--- config.mk ---
export PLATFORM = sky130hd
export DESIGN_NAME = fifo_wr_arbiter
export DESIGN_NICKNAME = d
export VERILOG_FILES = /design/src/rtl/fifo_wr_arbiter.sv
export SDC_FILE = /design/constraint.sdc
export NUM_CORES = 1
export LEC_CHECK = 0
export ABC_AREA = 1
export BUFFER_PORTS_ARGS = -buffer_cell sky130_fd_sc_hd__buf_2
export CAP_MARGIN = 25
export CORE_ASPECT_RATIO = 0.5
export CORE_MARGIN = 1.5
export CORE_UTILIZATION = 45
export DETAILED_ROUTE_END_ITERATION = 8
export GPL_TIMING_DRIVEN = 1
export PLACE_DENSITY = 0.78
export SYNTH_ARGS = -nofsm -noshare
export SYNTH_HDL_FRONTEND = slang
export SYNTH_SLANG_ARGS = --single-unit
--- constraint.sdc ---
create_clock -name wr_clk -period 1.8 [get_ports wr_clk]
set_input_delay 0.27 -clock wr_clk [delete_from_list [all_inputs] [get_ports wr_clk]]
set_output_delay 0.27 -clock wr_clk [all_outputs]
set_load 0.005 [all_outputs]
--- src/rtl/fifo_wr_arbiter.sv ---
// Round-robin arbiter sharing the dual-clock FIFO write port among NREQ wr_clk-domain requesters.
// Optional FIFO_ARB_STATS_EN adds per-requester accepted-word counters on stat_words_o.
module fifo_wr_arbiter #(
    parameter int NREQ       = 4,
    parameter int DATA_WIDTH = 8,
    parameter int MAX_BURST  = 4
) (
    input  logic                       wr_clk,
    input  logic                       rst,
    input  logic [NREQ-1:0]            req_i,
    input  logic [NREQ*DATA_WIDTH-1:0] data_i,
    output logic [NREQ-1:0]            ack_o,
    output logic [NREQ-1:0]            grant_o,
    input  logic                       full_i,
    input  logic                       overflw_i,
    output logic                       wrEn_o,
    output logic [DATA_WIDTH-1:0]      wdata_o,
    output logic                       busy_o,
    output logic                       err_o
`ifdef FIFO_ARB_STATS_EN
    ,
    output logic [NREQ*16-1:0]         stat_words_o
`endif
);

    localparam int IDXW = (NREQ > 1) ? $clog2(NREQ) : 1;
    localparam int CNTW = $clog2(MAX_BURST + 1);

    typedef enum logic {IDLE, BUSY} state_t;

    state_t          r_state, w_stateNext;
    logic [NREQ-1:0] r_grant, w_grantNext;
    logic [IDXW-1:0] r_gIdx, w_gIdxNext;
    logic [IDXW-1:0] r_rrPtr, w_rrPtrNext;
    logic [CNTW-1:0] r_burstCnt, w_burstCntNext;
    logic            r_err;

    logic [IDXW-1:0] w_winIdx;
    logic            w_winFound;
    logic [IDXW-1:0] w_gIdxInc;
    logic            w_wrEn;

    // Search from the rotating pointer upward, wrapping modulo NREQ.
    always_comb begin
        int j;
        j          = 0;
        w_winIdx   = '0;
        w_winFound = 1'b0;
        for (int i = 0; i < NREQ; i++) begin
            j = int'(r_rrPtr) + i;
            if (j >= NREQ) begin
                j = j - NREQ;
            end
            if (!w_winFound && req_i[IDXW'(j)]) begin
                w_winFound = 1'b1;
                w_winIdx   = IDXW'(j);
            end
        end
    end

    assign w_gIdxInc = (r_gIdx == IDXW'(NREQ - 1)) ? '0 : r_gIdx + 1'b1;

    always_comb begin
        w_stateNext    = r_state;
        w_grantNext    = r_grant;
        w_gIdxNext     = r_gIdx;
        w_rrPtrNext    = r_rrPtr;
        w_burstCntNext = r_burstCnt;
        case (r_state)
            IDLE: begin
                if (w_winFound) begin
                    w_stateNext           = BUSY;
                    w_grantNext           = '0;
                    w_grantNext[w_winIdx] = 1'b1;
                    w_gIdxNext            = w_winIdx;
                    w_burstCntNext        = '0;
                end
            end
            BUSY: begin
                if (!req_i[r_gIdx]) begin
                    w_stateNext    = IDLE;
                    w_grantNext    = '0;
                    w_rrPtrNext    = w_gIdxInc;
                    w_burstCntNext = '0;
                end else if (!full_i) begin
                    if (r_burstCnt == CNTW'(MAX_BURST - 1)) begin
                        w_stateNext    = IDLE;
                        w_grantNext    = '0;
                        w_rrPtrNext    = w_gIdxInc;
                        w_burstCntNext = '0;
                    end else begin
                        w_burstCntNext = r_burstCnt + 1'b1;
                    end
                end
            end
            default: begin
                w_stateNext = IDLE;
                w_grantNext = '0;
            end
        endcase
    end

    always_ff @(posedge wr_clk) begin
        if (rst) begin
            r_state    <= IDLE;
            r_grant    <= '0;
            r_gIdx     <= '0;
            r_rrPtr    <= '0;
            r_burstCnt <= '0;
            r_err      <= 1'b0;
        end else begin
            r_state    <= w_stateNext;
            r_grant    <= w_grantNext;
            r_gIdx     <= w_gIdxNext;
            r_rrPtr    <= w_rrPtrNext;
            r_burstCnt <= w_burstCntNext;
            if (overflw_i) begin
                r_err <= 1'b1;
            end
        end
    end

    // Reset gates the write strobe so a burst cut by reset produces no partial ack.
    assign w_wrEn  = (r_state == BUSY) && req_i[r_gIdx] && !full_i && !rst;
    assign wrEn_o  = w_wrEn;
    assign ack_o   = w_wrEn ? r_grant : '0;
    assign wdata_o = (r_state == BUSY) ? data_i[r_gIdx*DATA_WIDTH +: DATA_WIDTH] : '0;
    assign grant_o = r_grant;
    assign busy_o  = (r_state == BUSY);
    assign err_o   = r_err;

`ifdef FIFO_ARB_STATS_EN
    logic [15:0] r_statCnt [NREQ];

    always_ff @(posedge wr_clk) begin
        for (int k = 0; k < NREQ; k++) begin
            if (rst) begin
                r_statCnt[k] <= '0;
            end else if (ack_o[k] && (r_statCnt[k] != 16'hFFFF)) begin
                r_statCnt[k] <= r_statCnt[k] + 16'd1;
            end
        end
    end

    for (genvar g = 0; g < NREQ; g++) begin : g_stat
        assign stat_words_o[g*16 +: 16] = r_statCnt[g];
    end
`endif

endmodule

==> results of run 1 <==
worst min-delay path, stage by stage:
cell	delay, ns
sky130_fd_sc_hd__buf_2	0.07
sky130_fd_sc_hd__nor2_1	0.03
sky130_fd_sc_hd__nor2_1	0.07
metal layers:
metal  vias to the layer above  wire length, um  share of wire
li1                        829                -              -
met1                       660             1601           0.48
met2                        51             1409           0.42
met3                         4              281          0.084
met4                         0               35          0.011
met5                         -                0              0
power groups by stage:
stage               Sequential (W)  Combinational, W  Clock, W
finish                    0.000490           0.00174  0.000261
CTS                       0.000485           0.00170  0.000267
floorplan                 0.000460           0.00126         0
global placement          0.000481           0.00164         0
detailed placement        0.000486           0.00166         0
global route              0.000508           0.00197  0.000278
per-stage QoR:
stage / setup TNS [ns] / hold slack, ns / cell area, sq um / instances / setup WS (ns)
detailed placement: 0 / 0.4690 / 1622 / 318 / 0.1492
finish: 0 / 0.2343 / 1712 / 324 / 0.09377
floorplan: 0 / 0.3391 / 1271 / 223 / 0.2750
global route: -0.05017 / 0.2477 / 1712 / 324 / -0.01936
global placement: 0 / 0.4487 / 1622 / 318 / 0.2246
CTS: 0 / 0.2346 / 1682 / 323 / 0.01772
flip-flops by register name, indices dropped and copies added, names as in the netlist:
register / flops
r_gIdx: 2
err_o: 1
r_burstCnt: 3
r_rrPtr: 2
busy_o: 1
grant_o: 4
area by class of cell:
cell class / instances / area (sq um)
clock buffers: 4 / 45.04
fillers: 246 / 923.4
inverters: 28 / 105.1
multi-input cells: 175 / 893.4
flip-flops and latches: 13 / 264.0
well taps: 37 / 46.29
repair buffers: 67 / 357.8
timing repair:
| item | 4_1_cts | 5_1_grt |
|---|---|---|
| gates resized for setup | 3 | 6 |
| setup endpoints to repair | 4 | 5 |
| cloned | 0 | 0 |
| hold buffers | 0 | 0 |
| buffers inserted | 1 | 1 |
| pin swaps | 1 | 1 |
final timing paths:
kind / depth (start not counted) / slack [ns] / endpoint
worst max register to register: 11 / 0.29 / grant_o[3]
worst min-delay path: 3 / 0.23 / err_o
worst min register to register: 2 / 0.47 / r_burstCnt[1]
worst max-delay path: 10 / 0.09 / ack_o[2]
cells by family (layout without fill, tap and decap cells):
group                      Yosys count  after routing
and+or+nand+nor                    137            137
AOI/OAI and AO/OA                   36             36
buffers and inverters               35             99
DFF                                 13             13
adders and majority gates            2              2
placed cells by master (no fill, tap or decap), types with 7 or more instances in the layout:
cell and n:
sky130_fd_sc_hd__nand3_2 7, sky130_fd_sc_hd__buf_4 9, sky130_fd_sc_hd__nor2_1 48, sky130_fd_sc_hd__a21oi_1 12
sky130_fd_sc_hd__o21ai_0 18, sky130_fd_sc_hd__inv_2 9, sky130_fd_sc_hd__inv_1 18, sky130_fd_sc_hd__nand2_2 13
sky130_fd_sc_hd__buf_2 58, sky130_fd_sc_hd__nand2_1 48, sky130_fd_sc_hd__dfxtp_1 10, sky130_fd_sc_hd__nand3_1 12
==> flow_summary.ini, run 1 <==
[clock_network]
clock-sinks = 13
clk_pin_slew_worst_paths_ns = 0.05
worst_skew_pair_latency_ns = 0.24
clockBufferDepth = 2
cts-root-buf = sky130_fd_sc_hd__clkbuf_8
cts_inserted_buffers = 3
tritoncts = done
cts_h_tree_depth = 1

[critical_path]
cp.required_ns = 1.53
cp_top_family = simple AND/OR/NAND/NOR gates
critical_path_arrival_ns = 1.44
worstReg2RegStart = r_rrPtr[0]
critPathBufInv = 4
critical_path.startpoint_type = flop
endpoint_kind = output port
timing.setup.critical_path_class = reg -> out
critical_path.slowest_cell = sky130_fd_sc_hd__dfxtp_2
path_max_fanout = 6
cpMostUsedCell = sky130_fd_sc_hd__inv_2
critical_path.max_stage_delay_ns = 0.35
crit_chain = inv_2, nand2_1, nand3_2, nand2_2, nor2_4, inv_2, nor3_4, inv_2, nor2_1, buf_2
startpoint = r_gIdx[0]

[power_and_ir_drop]
totalPowerFinal_w = 0.002488
power_density_mw_per_mm2 = 1454
static_leakage_nw = 0.9478
combPwrFrac = 0.698
cell_internal_pwr_w = 0.001216
netSwitchingPower_w = 0.001272
seqPwrFrac = 0.197
irDropWorstVdd_uv = 695.3
clockPowerShare = 0.105
power_switching_share = 0.5112

[logic_synthesis]
ys_async_sr_fraction = 0
synth_adder_area_share = 0.01969
ys.flop_type = sky130_fd_sc_hd__dfxtp_1
post_synth_and_or_nand_nor_area_fraction = 0.5118
synth_top_area_frac = 0.2047
synth.net_count = 265
post_synth_instance_area_sq_mm = 0.001271
number_of_flops_mapped_to_enable_cells_by_yosys = 0
number_of_warnings_reported_in_the_yosys_synthesis_log = 0
ys_seq_area_frac = 0.2047
largest_family_of_logic_cells_by_synthesized_area = simple AND/OR/NAND/NOR gates
synth_compound_area_frac = 0.1506
synth-xor-area-share = 0
post_synth_mux_area_share = 0
synth_area_leaders = sky130_fd_sc_hd__dfxtp_1 20%, sky130_fd_sc_hd__nand2_1 14%, sky130_fd_sc_hd__nor2_1 14%
netlist-cell-type-count = 28
post_synth_most_frequent_cells = 49 x sky130_fd_sc_hd__nand2_1, 49 x sky130_fd_sc_hd__nor2_1, 18 x sky130_fd_sc_hd__inv_1, 18 x sky130_fd_sc_hd__o21ai_0, 14 x sky130_fd_sc_hd__nand3_1
synth_seq_cells = 13
postSynthCellCount = 223
netlist.top_cell.by_area = sky130_fd_sc_hd__dfxtp_1
postSynthAreaPerCell_sq_um = 5.701

[timing]
tightest_slew_ns = 0.3691
timing.clock.skew_ns = 0.001187
timing.final.crit_share = 0.9479
fmaxAchievable_mhz = 586.1
finalSetupViolCount = 0
relSlewSlack = 0.7536
final_period_minus_worst_setup_slack_ns = 1.706
hold_viol = 0
count_of_final_max_slew_check_failures = 0
setup_repair_after_global_routing_missed_its_margin = yes

[detailed_routing]
routed_wirelength_mm = 3.328
drt_drc_violations_left = 0
drtAntennaViolNets = 0
routedWlPerCell_um = 10.27
num_vias = 1544
routed_via_density = 4.765
drt_iter0_markers = 69
drt_pre_antenna_iters = 6

[global_routing]
grt_overflow_total = 0
grt_antenna_before_repair = 0
largest_net_degree_at_the_start_of_global_routing = 17
grt_pass1_vias = 1150
grt.met2_usage = 0.3565
grt.busiest_layer = met2
grt_util_met1 = 0.2674
grt_util_all_layers = 0.2075
first_pass_grt_wire_length_mm = 4.974
met3_usage = 0.06818

[final_layout]
fin_nets = 330
drive_above_1_share = 0.3833
diodes = 0
final_core_util = 0.6496
flow.area_growth_from_synthesis_pct = 34.65

[placed_design]
gp_congestion = 0.8808
port-buffer-count = 58
dp.final_hpwl_mm = 2.600

[run_status]
run_status = finished clean

[floorplanning]
die_area_sq_mm = 0.003172
std_cell_rows = 13
die_x_um = 78.17
effective_utilization_at_floorplan = 0.4824
io_pins = 59
floorplan.die.height_um = 40.59
standard_cell_core_area_sq_mm = 0.002635

[run]
maxCapViolations = 0

[hold_path]
worst_hold_startpoint = overflw_i
min_path_type = in -> reg
No activity file was read; power rests on OpenSTA's default activity.
==> run 2, diff against run 1 <==
Clock period 1.8 ns to 1.65 ns, I/O delays scaled along.
==> run 2 against run 1 <==
- first-iteration DRC count is 35% higher
- sequential power is 14% higher
- final cell count rose by 3.1%
- hold slack worse by 0.026 ns
- sequential share of layout area down 0.58 points
- sequential cell count unchanged
- the flow now finishes with violations (negative setup slack)
- wire length up 15%
- clock-buffer cell count stayed put
- critical path depth shrank 1
- highest routed layer unchanged
==> flow_summary.ini, run 2 (synthesis gave the netlist of run 1 again) <==
[run_status]
run_status = finished with violations
violations = negative setup slack

[final_layout]
drive_above_1_share = 0.4377
largest_register_ff_count = 4
final_core_util = 0.6975
final_cell_mix = 58 x sky130_fd_sc_hd__buf_2, 45 x sky130_fd_sc_hd__nor2_1, 44 x sky130_fd_sc_hd__nand2_1, 19 x sky130_fd_sc_hd__buf_4, 18 x sky130_fd_sc_hd__inv_1
flow.area_growth_from_synthesis_pct = 44.59
fin_nets = 340
layout.filler_cells = 240
diodes = 0
mostFrequentLayoutCell = sky130_fd_sc_hd__buf_2

[critical_path]
worstReg2RegStart = r_gIdx[0]
r2r_setup_slack_ns = 0.05
critical_path.slowest_cell = sky130_fd_sc_hd__dfxtp_4
endpoint_kind = output port
critPathBufInv = 3
critical_path_arrival_ns = 1.46
cpMostUsedCell = sky130_fd_sc_hd__inv_2
timing.setup.critical_path_class = reg -> out
crit_chain = nand2_1, nand3_2, nand2_2, nor2_4, inv_2, nor3_4, inv_2, nor2_2, buf_2
worstRegToRegCells = 12
critical_path.endpoint = ack_o[3]
cp_top_family = simple AND/OR/NAND/NOR gates
r2r_path_end = r_rrPtr[1]
worstSetupPathDepth = 9
startpoint = r_gIdx[0]
critical_path.startpoint_type = flop
critical_path.max_stage_delay_ns = 0.37
path_max_fanout = 4
cp.required_ns = 1.40

[detailed_routing]
drt_drc_violations_left = 0
drt_pre_antenna_iters = 4
routed_via_density = 4.913
routedWlPerCell_um = 11.41
drtAntennaViolNets = 0
routed_wirelength_mm = 3.811
drt_iter0_markers = 93
num_vias = 1641

[timing]
setup_tns_after_final_layout_ns = -0.1817
hold_viol = 0
relSlewSlack = 0.7607
tightest_slew_ns = 0.3585
setup_repair_after_global_routing_missed_its_margin = yes
fin_worst_hold_slack_ns = 0.2080
timing.clock.skew_ns = 0.001723
post-route-worst-setup-slack_ns = -0.05728
finalSetupViolCount = 4
count_of_final_max_slew_check_failures = 0
final_period_minus_worst_setup_slack_ns = 1.707
timing.final.crit_share = 1.035
fmaxAchievable_mhz = 585.7

[floorplanning]
floorplan.die.height_um = 40.59
effective_utilization_at_floorplan = 0.4824
die_area_sq_mm = 0.003172
die_x_um = 78.17
standard_cell_core_area_sq_mm = 0.002635
io_pins = 59
std_cell_rows = 13

[clock_network]
cts_h_tree_depth = 1
clockBufferDepth = 2
cts-root-buf = sky130_fd_sc_hd__clkbuf_8
clk_pin_slew_worst_paths_ns = 0.06
worst_skew_pair_latency_ns = 0.25
tritoncts = done
cts_inserted_buffers = 3
clock-sinks = 13

[placed_design]
dp.final_hpwl_mm = 2.733
port-buffer-count = 58
gp_congestion = 0.9367

[global_routing]
grt_antenna_before_repair = 0
first_pass_grt_wire_length_mm = 5.595
largest_net_degree_at_the_start_of_global_routing = 18
grt_pass1_vias = 1269
grt_overflow_total = 0
grt_util_all_layers = 0.2301

[hold_path]
min_path_type = in -> reg

[run]
maxCapViolations = 0

[power_and_ir_drop]
irDropWorstVdd_uv = 785.0
static_leakage_nw = 1.011
power_density_mw_per_mm2 = 1617
-- run 2: cell types whose count changed in the layout (fill, tap and decap cells not counted), sizes merged --
cell	before	now
buf	67	77
-- run 2: worst register-to-register path, delay by kind of cell, from the launching register on --
family / cells / cell delay (ns)
AOI/OAI and AO/OA: 2 / 0.19
and+or+nand+nor: 4 / 0.26
DFF: 1 / 0.37
buffers and inverters: 6 / 0.67
-- run 2: worst min path at each step --
| stage | start | end | slack [ns] | cells after the start |
|---|---|---|---|---|
| floorplan | rst | r_gIdx[1] | 0.32 | 1 |
| global placement | r_burstCnt[1] | r_burstCnt[1] | 0.45 | 2 |
| detailed placement | overflw_i | err_o | 0.47 | 3 |
| CTS | overflw_i | err_o | 0.21 | 3 |
| global route | overflw_i | err_o | 0.22 | 3 |
| finish | overflw_i | err_o | 0.21 | 3 |
-- run 2: through the flow --
stage	instance area (sq um)	setup slack [ns]	instances	power [W]
after floorplan	1271	0.1475	223	0.001879
after global placement	1629	0.09546	319	0.002322
after detailed placement	1629	0.07114	319	0.002365
after CTS	1773	-0.05682	331	0.002818
after global routing	1838	-0.1539	334	0.003271
final	1838	-0.05728	334	0.002972
-- run 2: timing repair --
action,4_1_cts,5_1_grt
gates resized for setup,12,17
pin swaps,2,5
cloned,0,0
hold buffers,0,0
setup buffers,9,3
endpoints found under the setup margin,13,24
hold endpoints to repair,0,0
-- run 2: final cells by class --
cell class              instances  area [sq um]  area share
inverters                      28         107.6     0.05854
clock buffers                   4         45.04     0.02451
multi-input cells             175         933.4      0.5078
repair buffers                 77         432.9      0.2355
flip-flops and latches         13         272.8      0.1484
well taps                      37         46.29     0.02519
-- run 2: routing by layer --
metal | global-route usage | vias up | routed length [um]
li1 | - | 851 | -
met1 | 0.2896 | 733 | 1679
met2 | 0.4304 | 55 | 1789
met3 | 0.05227 | 2 | 329
met4 | 0.02679 | 0 | 12
met5 | 0 | - | 0
-- run 2: report_power, final --
group	internal, W	leakage, nW	switching, W	total (W)
clock network	0.000171	0.0228	0.000124	0.000295
logic	0.000864	0.879	0.00125	0.00212
registers	0.000440	0.109	0.000120	0.000560
total	0.00147	1.01	0.00150	0.00297
==> run 3, diff against run 2 <==
Settings changed: SETUP_SLACK_MARGIN from default to 0.15.
==> run 3 against run 2 <==
- clock power about the same
- sequential share of layout area down 1.1 points
- largest cell class unchanged
- hold slack better by 0.024 ns
- wire length up 10%
- critical path depth up 1
- combinational power up 19%
- final cell count down 0.30%
- largest power group unchanged
- the flow still finishes with violations (negative setup slack)
==> flow_summary.ini, run 3 (synthesis gave the netlist of run 1 again) <==
[timing]
relSlewSlack = 0.7186
post-route-worst-setup-slack_ns = -0.08242
tightest_slew_ns = 0.4217
final_period_minus_worst_setup_slack_ns = 1.732
count_of_final_max_slew_check_failures = 0
finalSetupViolCount = 5
setup_repair_after_global_routing_missed_its_margin = yes
fmaxAchievable_mhz = 577.2
timing.clock.skew_ns = 0.007485
hold_viol = 0
timing.final.crit_share = 1.050

[critical_path]
critical_path_arrival_ns = 1.48
startpoint = r_gIdx[0]
critical_path.endpoint = ack_o[1]
critical_path.startpoint_type = flop
endpoint_kind = output port
path_max_fanout = 4
worstReg2RegStart = r_rrPtr[0]
worstRegToRegCells = 11
cp.required_ns = 1.40
r2r_setup_slack_ns = 0.11
r2r_path_end = r_burstCnt[0]
timing.setup.critical_path_class = reg -> out

[floorplanning]
effective_utilization_at_floorplan = 0.4824
floorplan.die.height_um = 40.59
std_cell_rows = 13
die_area_sq_mm = 0.003172
die_x_um = 78.17
standard_cell_core_area_sq_mm = 0.002635
io_pins = 59

[final_layout]
flow.area_growth_from_synthesis_pct = 56.30
final_cell_mix = 57 x sky130_fd_sc_hd__buf_2, 46 x sky130_fd_sc_hd__nor2_1, 37 x sky130_fd_sc_hd__nand2_1, 18 x sky130_fd_sc_hd__inv_1, 17 x sky130_fd_sc_hd__o21ai_1
diodes = 0
mostFrequentLayoutCell = sky130_fd_sc_hd__buf_2
fin_nets = 339
drive_above_1_share = 0.4696
final_core_util = 0.7540
largest_register_ff_count = 4
layout.filler_cells = 202
fin_area_sq_mm = 0.001987

[global_routing]
grt_util_met1 = 0.2919
first_pass_grt_wire_length_mm = 5.740
grt_util_all_layers = 0.2372
grt_pass1_vias = 1335
met3_usage = 0.04545
grt_antenna_before_repair = 0
grt.busiest_layer = met2
grt.met2_usage = 0.4435
grt_overflow_total = 0
largest_net_degree_at_the_start_of_global_routing = 18

[detailed_routing]
drt_iter0_markers = 101
drt_drc_violations_left = 0
routed_wirelength_mm = 4.201
drtAntennaViolNets = 0
routedWlPerCell_um = 12.62
routed_via_density = 5.072
num_vias = 1689
drt_pre_antenna_iters = 5

[clock_network]
clockBufferDepth = 2
ctsHoldBuffers = 0
cts_inserted_buffers = 3
clock-sinks = 13
clk_pin_slew_worst_paths_ns = 0.06
cts-root-buf = sky130_fd_sc_hd__clkbuf_8
worst_skew_pair_latency_ns = 0.25
cts_h_tree_depth = 1
tritoncts = done

[placed_design]
placedInstanceArea_sq_mm = 0.001642
gp_congestion = 0.8122
dp.final_hpwl_mm = 2.784
port-buffer-count = 58

[run_status]
run_status = finished with violations
violations = negative setup slack

[hold_path]
worst_hold_startpoint = overflw_i
min_path_type = in -> reg

[power_and_ir_drop]
static_leakage_nw = 1.054
totalPowerFinal_w = 0.003389
power_density_mw_per_mm2 = 1706
irDropWorstVdd_uv = 704.9

[run]
maxCapViolations = 0
-- run 3: cell count changes in the layout (fill, tap and decap cells not counted), sizes merged --
| cell | previous run | this run |
|---|---|---|
| buf | 77 | 76 |
-- run 3: critical path: stages (launching register included) --
cell	delay, ns
sky130_fd_sc_hd__dfxtp_4	0.36
sky130_fd_sc_hd__inv_4	0.08
sky130_fd_sc_hd__nand2_2	0.05
sky130_fd_sc_hd__nand3_2	0.08
sky130_fd_sc_hd__nand2_2	0.07
sky130_fd_sc_hd__nor2_4	0.12
sky130_fd_sc_hd__inv_2	0.06
sky130_fd_sc_hd__nor3_4	0.14
sky130_fd_sc_hd__inv_2	0.08
sky130_fd_sc_hd__nor2_1	0.09
sky130_fd_sc_hd__buf_2	0.11
-- run 3: metrics by stage --
step | TNS [ns] | setup slack, ns | std cells | hold slack [ns]
global route | -1.187 | -0.1935 | 333 | 0.2552
detailed placement | 0 | 0.05392 | 320 | 0.4641
CTS | -0.1588 | -0.05402 | 331 | 0.2013
floorplan | 0 | 0.1679 | 223 | 0.3166
global placement | 0 | 0.1408 | 320 | 0.4475
finish | -0.3244 | -0.08242 | 333 | 0.2323
-- run 3: worst min path at each step --
stage,endpoint,slack (ns),cells past startpoint
4_1_cts,err_o,0.20,3
2_1_floorplan,r_gIdx[1],0.32,1
3_5_place_dp,err_o,0.46,2
5_1_grt,err_o,0.26,3
3_3_place_gp,err_o,0.45,2
6_report,err_o,0.23,3
-- run 3: routing by layer --
layer / vias up / part of all wire
li1: 854 / -
met1: 767 / 0.43
met2: 64 / 0.49
met3: 4 / 0.064
met4: 0 / 0.0081
met5: - / 0
-- run 3: cell type report --
| type | instances | area (sq um) | area share |
|---|---|---|---|
| Inverter | 28 | 115.1 | 0.05793 |
| Timing Repair Buffer | 76 | 454.2 | 0.2286 |
| Multi-Input combinational cell | 175 | 1054 | 0.5302 |
| Sequential cell | 13 | 272.8 | 0.1373 |
| Clock buffer | 4 | 45.04 | 0.02267 |
| Tap cell | 37 | 46.29 | 0.02330 |
-- run 3: report_power, final --
group / switching, W / total (W) / leakage (nW) / internal, W
clock network: 0.000121 / 0.000292 / 0.0228 / 0.000171
registers: 0.000124 / 0.000562 / 0.109 / 0.000439
logic: 0.00151 / 0.00253 / 0.923 / 0.00102
-- run 3: repair_timing --
item | 4_1_cts | 5_1_grt
buffers inserted | 6 | 2
gates cloned | 1 | 0
gates resized for setup | 34 | 42
pin swaps | 5 | 17
endpoints found under the setup margin | 21 | 21
